File: config.mk
export PLATFORM = sky130hd
export DESIGN_NAME = clkdiv_ctrl_flat
export DESIGN_NICKNAME = d
export VERILOG_FILES = /design/src/rtl/clkdiv_ctrl_if.sv /design/src/rtl/clkdiv_ctrl.sv /design/src/flat_wrapper.sv
export SDC_FILE = /design/constraint.sdc
export NUM_CORES = 1
export LEC_CHECK = 0
export CAP_MARGIN = 30
export CORE_MARGIN = 2
export CORE_UTILIZATION = 49
export DETAILED_ROUTE_END_ITERATION = 8
export GPL_TIMING_DRIVEN = 0
export PLACE_DENSITY = 0.69
export SLEW_MARGIN = 20
export SYNTH_ARGS = -nofsm -noshare
export SYNTH_HDL_FRONTEND = slang
export SYNTH_SLANG_ARGS = --single-unit
File: constraint.sdc
create_clock -name clkin -period 8.72 [get_ports clkin]
set_clock_uncertainty 0.1 [all_clocks]
set_input_delay 1.744 -clock clkin [delete_from_list [all_inputs] [get_ports clkin]]
set_output_delay 1.744 -clock clkin [all_outputs]
set_load 0.02 [all_outputs]
File: src/rtl/clkdiv_ctrl_if.sv
// Register-bus and clock-output bundle for clkdiv_ctrl.
// The master drives writes/read address; the slave returns read data and divider outputs.
interface clkdiv_ctrl_if #(
    parameter int unsigned WIDTH = 16
);
    logic             wr_en;
    logic [1:0]       wr_addr;
    logic [WIDTH-1:0] wr_data;
    logic [1:0]       rd_addr;
    logic [WIDTH-1:0] rd_data;
    logic             clkout;
    logic             tick;
    logic             pending;

    modport master (
        output wr_en, wr_addr, wr_data, rd_addr,
        input  rd_data, clkout, tick, pending
    );

    modport slave (
        input  wr_en, wr_addr, wr_data, rd_addr,
        output rd_data, clkout, tick, pending
    );
endinterface

File: src/rtl/clkdiv_ctrl.sv
// Bus-programmable clock divider: half-period changes and stops are applied only on
// clkout toggle boundaries, so the divided clock never produces a runt pulse.
module clkdiv_ctrl #(
    parameter int unsigned WIDTH        = 16,
    parameter int unsigned DEFAULT_HALF = 8
) (
    input  logic          clkin,
    input  logic          reset,
    clkdiv_ctrl_if.slave  bus
);
    typedef enum logic [1:0] {IDLE, RUN, STOPPING} state_t;

    localparam logic [WIDTH-1:0] HALF_RST = WIDTH'(DEFAULT_HALF);

    state_t           state;
    logic [WIDTH-1:0] cnt;
    logic [WIDTH-1:0] active_half;
    logic [WIDTH-1:0] shadow_half;
    logic [WIDTH-1:0] edges;
    logic             run;
    logic             clkout_q;
    logic             tick_q;
    logic             pending_q;

    logic             wr_ctrl;
    logic             wr_half;
    logic             start_req;
    logic             stop_req;
    logic             toggle;
    logic             go_idle;
    logic             rise;
    logic [WIDTH-1:0] half_in;

    assign wr_ctrl   = bus.wr_en && (bus.wr_addr == 2'd0);
    assign wr_half   = bus.wr_en && (bus.wr_addr == 2'd1);
    assign start_req = wr_ctrl && bus.wr_data[0];
    assign stop_req  = wr_ctrl && !bus.wr_data[0];
    assign half_in   = (bus.wr_data == '0) ? WIDTH'(1) : bus.wr_data;
    assign toggle    = (state != IDLE) && (cnt == active_half - WIDTH'(1));

    // A stop during the low phase wins over a coincident rising toggle (low phase truncated).
    assign go_idle = ((state == RUN) && stop_req && (!clkout_q || toggle)) ||
                     ((state == STOPPING) && !start_req && toggle);
    assign rise    = toggle && !clkout_q && !go_idle;

    always_ff @(posedge clkin or negedge reset) begin
        if (!reset) begin
            state       <= IDLE;
            cnt         <= '0;
            run         <= 1'b0;
            clkout_q    <= 1'b0;
            tick_q      <= 1'b0;
            pending_q   <= 1'b0;
            active_half <= HALF_RST;
            shadow_half <= HALF_RST;
            edges       <= '0;
        end else begin
            tick_q <= rise;
            if (wr_ctrl) run <= bus.wr_data[0];

            if (go_idle) begin
                state    <= IDLE;
                cnt      <= '0;
                clkout_q <= 1'b0;
            end else if (state != IDLE) begin
                cnt <= toggle ? '0 : cnt + WIDTH'(1);
                if (toggle) clkout_q <= ~clkout_q;
                if (state == RUN && stop_req) state <= STOPPING;
                else if (state == STOPPING && start_req) state <= RUN;
            end else if (start_req) begin
                state <= RUN;
            end

            // Shadow mirrors active whenever nothing is pending; entering IDLE flushes any pending value.
            if (state == IDLE || go_idle) begin
                pending_q <= 1'b0;
                if (wr_half) begin
                    active_half <= half_in;
                    shadow_half <= half_in;
                end else if (pending_q) begin
                    active_half <= shadow_half;
                end
            end else begin
                if (toggle && pending_q) begin
                    active_half <= shadow_half;
                    pending_q   <= 1'b0;
                end
                if (wr_half) begin
                    shadow_half <= half_in;
                    pending_q   <= 1'b1;
                end
            end

            if (wr_ctrl && bus.wr_data[1]) edges <= '0;
            else if (rise) edges <= edges + WIDTH'(1);
        end
    end

    always_comb begin
        bus.rd_data = '0;
        case (bus.rd_addr)
            2'd0:    bus.rd_data[0] = run;
            2'd1:    bus.rd_data = pending_q ? shadow_half : active_half;
            2'd2:    bus.rd_data[2:0] = {clkout_q, pending_q, state != IDLE};
            default: bus.rd_data = edges;
        endcase
    end

    assign bus.clkout  = clkout_q;
    assign bus.tick    = tick_q;
    assign bus.pending = pending_q;
endmodule

File: src/flat_wrapper.sv
// flat-port wrapper written by rule: the top's interface ports become plain ports
module clkdiv_ctrl_flat 
#(
    parameter int unsigned WIDTH        = 16,
    parameter int unsigned DEFAULT_HALF = 8
)
  (clkin, reset, bus_wr_en, bus_wr_addr, bus_wr_data, bus_rd_addr, bus_rd_data, bus_clkout, bus_tick, bus_pending);
  clkdiv_ctrl_if #(.WIDTH(WIDTH)) bus_i ();
  input  logic clkin;
  input  logic reset;
  input wire logic [$bits(bus_i.wr_en)-1:0] bus_wr_en;
  input wire logic [$bits(bus_i.wr_addr)-1:0] bus_wr_addr;
  input wire logic [$bits(bus_i.wr_data)-1:0] bus_wr_data;
  input wire logic [$bits(bus_i.rd_addr)-1:0] bus_rd_addr;
  output wire logic [$bits(bus_i.rd_data)-1:0] bus_rd_data;
  output wire logic [$bits(bus_i.clkout)-1:0] bus_clkout;
  output wire logic [$bits(bus_i.tick)-1:0] bus_tick;
  output wire logic [$bits(bus_i.pending)-1:0] bus_pending;
  assign bus_i.wr_en = bus_wr_en;
  assign bus_i.wr_addr = bus_wr_addr;
  assign bus_i.wr_data = bus_wr_data;
  assign bus_i.rd_addr = bus_rd_addr;
  assign bus_rd_data = bus_i.rd_data;
  assign bus_clkout = bus_i.clkout;
  assign bus_tick = bus_i.tick;
  assign bus_pending = bus_i.pending;
  clkdiv_ctrl #(.WIDTH(WIDTH), .DEFAULT_HALF(DEFAULT_HALF)) u_core (.clkin(clkin), .reset(reset), .bus(bus_i));
endmodule
==> results of run 1 <==
## sequential cells by signal (all words and copies together) (netlist names)
name,count
u_core.active_half,16
u_core.shadow_half,16
u_core.bus.pending,1
u_core.state,2
u_core.cnt,16
u_core.edges,16
u_core.bus.tick,1
u_core.run,1
u_core.bus.clkout,1
## layer usage
layer	vias up	share of wire
met5	-	0
met4	0	0.022
met3	21	0.040
met2	92	0.48
met1	2004	0.46
li1	1984	-
## through the flow
| step | power, mW | hold slack [ns] | cell area [um^2] | util |
|---|---|---|---|---|
| after floorplan | 0.860 | 0.342 | 4800 | - |
| after global routing | 1.42 | 0.445 | 5610 | 0.582 |
| after global placement | 1.00 | 0.366 | 5360 | 0.556 |
| after detailed placement | 1.03 | 0.376 | 5380 | 0.558 |
| final | 1.34 | 0.401 | 5610 | 0.582 |
| after CTS | 1.34 | 0.398 | 5610 | 0.582 |
## final cells by class
cell class	instances	area (um^2)	share of cell area
Buffer	35	213	0.0379
Clock buffer	11	151	0.0270
Clock inverter	5	81.3	0.0145
Inverter	10	37.5	0.00669
Multi-Input combinational cell	411	2800	0.498
Sequential cell	70	1750	0.312
Tap cell	133	166	0.0296
Timing Repair Buffer	40	415	0.0740
## cells by family after synthesis
group	synth area share
simple gates	0.244
buf+inv	0.0521
fa+ha+maj	0.00782
flops	0.365
compound gates	0.133
xor+xnor	0.0657
mux	0.131
## worst max-delay path: stages
cell	delay (ns)
clkdlybuf4s50_1	0.63
clkbuf_1	0.35
a211oi_1	0.09
nor3_1	0.27
clkdlybuf4s50_1	0.65
## final timing paths
path,slack (ns),depth (start not counted),from,to
max reg2reg,5.17,12,u_core.active_half[1],u_core.edges[8]
min in group asynchronous,1.16,1,reset,u_core.edges[0]
min reg2reg,0.40,2,u_core.run,u_core.run
max in group asynchronous,6.75,2,reset,u_core.shadow_half[3]
min,0.40,2,u_core.run,u_core.run
max,3.14,5,bus_rd_addr[1],bus_rd_data[1]
## power by group
| group | internal, mW | switching [mW] | leakage, nW |
|---|---|---|---|
| registers | 0.393 | 0.0868 | 0.888 |
| logic | 0.237 | 0.311 | 1.52 |
| clock network | 0.177 | 0.136 | 0.116 |
## cells in the mapped netlist (all sizes together), types with 2 or more instances
cell type | instances | share of area
dfrtp | 68 | 0.35
nand2 | 56 | 0.044
mux2i | 54 | 0.11
nor2 | 44 | 0.034
o21ai | 24 | 0.025
xor2 | 21 | 0.038
and2 | 18 | 0.024
clkbuf | 18 | 0.014
a21oi | 17 | 0.019
buf | 17 | 0.030
nand4 | 17 | 0.023
xnor2 | 15 | 0.027
a22o | 12 | 0.022
a31oi | 12 | 0.016
nor2b | 12 | 0.016
and3 | 10 | 0.013
inv | 10 | 0.0078
nand2b | 10 | 0.013
nand3 | 10 | 0.010
nor3 | 10 | 0.010
nor4 | 10 | 0.019
or3 | 8 | 0.012
mux2 | 6 | 0.014
a41o | 4 | 0.0083
ha | 3 | 0.0078
nand3b | 3 | 0.0047
nor3b | 3 | 0.0047
o211ai | 3 | 0.0047
o22ai | 3 | 0.0039
a2111oi | 2 | 0.0076
dfstp | 2 | 0.011
nor4b | 2 | 0.0037
o41ai | 2 | 0.0052
or2 | 2 | 0.0026
==> impl_metrics.csv, run 1 <==
group,metric,value,unit
detailed_routing,post-route-drc-count,0,
power,power_leakage,2.53,nW
detailed_routing,avgViaCountPerCell,5.74,
global_route,grt-ovfl-total,0,
detailed_routing,dr.first_iter.drc_count,202,
detailed_routing,num_vias,4101,
worst_setup_path,critPathCaptureType,"output port",
run,max_cap_violations,0,
timing,slew_headroom,0.479,
floorplanning,core_region,9640,um^2
clock_tree,clk_path_buf_depth,2,
yosys,ys_warns,0,
floorplanning,num_rows,36,
yosys,post_synth_num_cell_types,67,
global_route,groute.layer.met2.usage,0.410,
yosys,synth_seq_cells,70,
global_route,gr-usage-all-layers,0.249,
worst_setup_path,timing.critical_path.from_type,"input port",
global_route,grt_pass1_wl,20.3,mm
final_layout,final_common_cell,"dfrtp_1",
clock_tree,hold_fix_buffers_at_cts,0,
worst_setup_path,worst-path-max-fanout,10,
clock_tree,clkTransAtPathRegs,0.07,ns
floorplanning,die_y,103,um
yosys,avgSynthCellArea,9.12,um^2
yosys,ys_async_sr_fraction,1.00,
final_layout,drive_gt1_frac,0.107,
clock_tree,clk_root_buffer_cell,"clkbuf_8",
clock_tree,resized_cells_post_cts,0,
placed_design,dp_hpwl,9.06,mm
clock_tree,tritoncts.num_buffers,9,
clock_tree,clkSinkCount,70,
run_status,status,"finished, final reports clean",
final_layout,antenna-diode-count,0,
detailed_routing,antenna_violating_nets_post_route,0,
yosys,synth_fp_nets,552,
power,power.ir.vdd_worst,0.000122,V
final_layout,fin_nets,603,
final_layout,final_cell_mix,"dfrtp_1, nand2_1, mux2i_1",
global_route,largest_net_degree_at_the_start_of_global_routing,52,
clock_tree,cts_tree,"built",
floorplanning,floorplan.die.width,103,um
yosys,count_of_flip_flops_with_a_built_in_enable_after_synthesis,0,
placed_design,dpl_worst_slack,3.13,ns
timing,worst-slew-pin-transition,0.782,ns
final_layout,syn2layout_area_growth,17.0,%
global_route,grt_use_met1,0.332,
floorplanning,initial_core_util,0.498,
final_layout,final_non_filler_cells,715,
power,power-per-cell-area,239,nW/um^2
final_layout,fill_cells,908,
global_route,busiest_metal_layer_after_global_routing,"met2",
floorplanning,fp.dieArea,10600,um^2
floorplanning,num_io_pins,42,
placed_design,routabilityCongestion,0.859,
worst_setup_path,critical_path_arrival,3.73,ns
timing,fmax,179,MHz
detailed_routing,routed_wire_length_per_instance,17.6,um
timing,tns,0,ns
placed_design,portBuffers,39,
timing,final-max-slew-violation-count,0,
yosys,syn_inst,526,
timing,hold_viol,0,
timing,timing.final.crit_share,0.640,
detailed_routing,first_pass_detailed_route_iteration_total,4,
yosys,mappedNetlistArea,4800,um^2
worst_hold_path,worst_hold_path_type,"flop to flop",
clock_tree,cts-htree-levels,3,
timing,setup_slack,3.14,ns
global_route,grtUsageMet3,0.0346,
global_route,grt_pass1_vias,4071,
placed_design,dp_cells,699,
timing,final-setup-viol-count,0,
timing,setup_repair_after_global_routing_missed_its_margin,"false",
clock_tree,clk_latency,0.37,ns
detailed_routing,routed_wl,12.6,mm
worst_setup_path,worst_ep_required_time,6.88,ns
worst_setup_path,worst_setup_path_type,"input port to output port",
global_route,antenna_found_initial,0,
yosys,primary_ff_master_synth,"dfrtp_1",
yosys,synth_sequential_area_ratio,0.365,
timing,post_layout_minimum_cycle_time,5.58,ns
clock_tree,number_of_setup_buffers_added_after_cts,0,
Note: power is estimated with default switching activity, not from simulation.
==> run 2, diff against run 1 <==
==> constraint.sdc (replaced) <==
create_clock -name clkin -period 5.5 [get_ports clkin]
set_clock_uncertainty 0.1 [all_clocks]
set_input_delay 1.1 -clock clkin [delete_from_list [all_inputs] [get_ports clkin]]
set_output_delay 1.1 -clock clkin [all_outputs]
set_load 0.02 [all_outputs]
==> results of run 2 <==
The final DEF is identical to that of run 1. Status: finished, final reports clean.
Main changes from that run: setup slack after placement 3.13 ns -> 1.20 ns; setup slack after layout 3.14 ns -> 1.21 ns; register-to-register setup slack 5.17 ns -> 1.95 ns; total power 1.34 mW -> 2.12 mW; worst IR drop on VDD 0.000122 V -> 0.000194 V
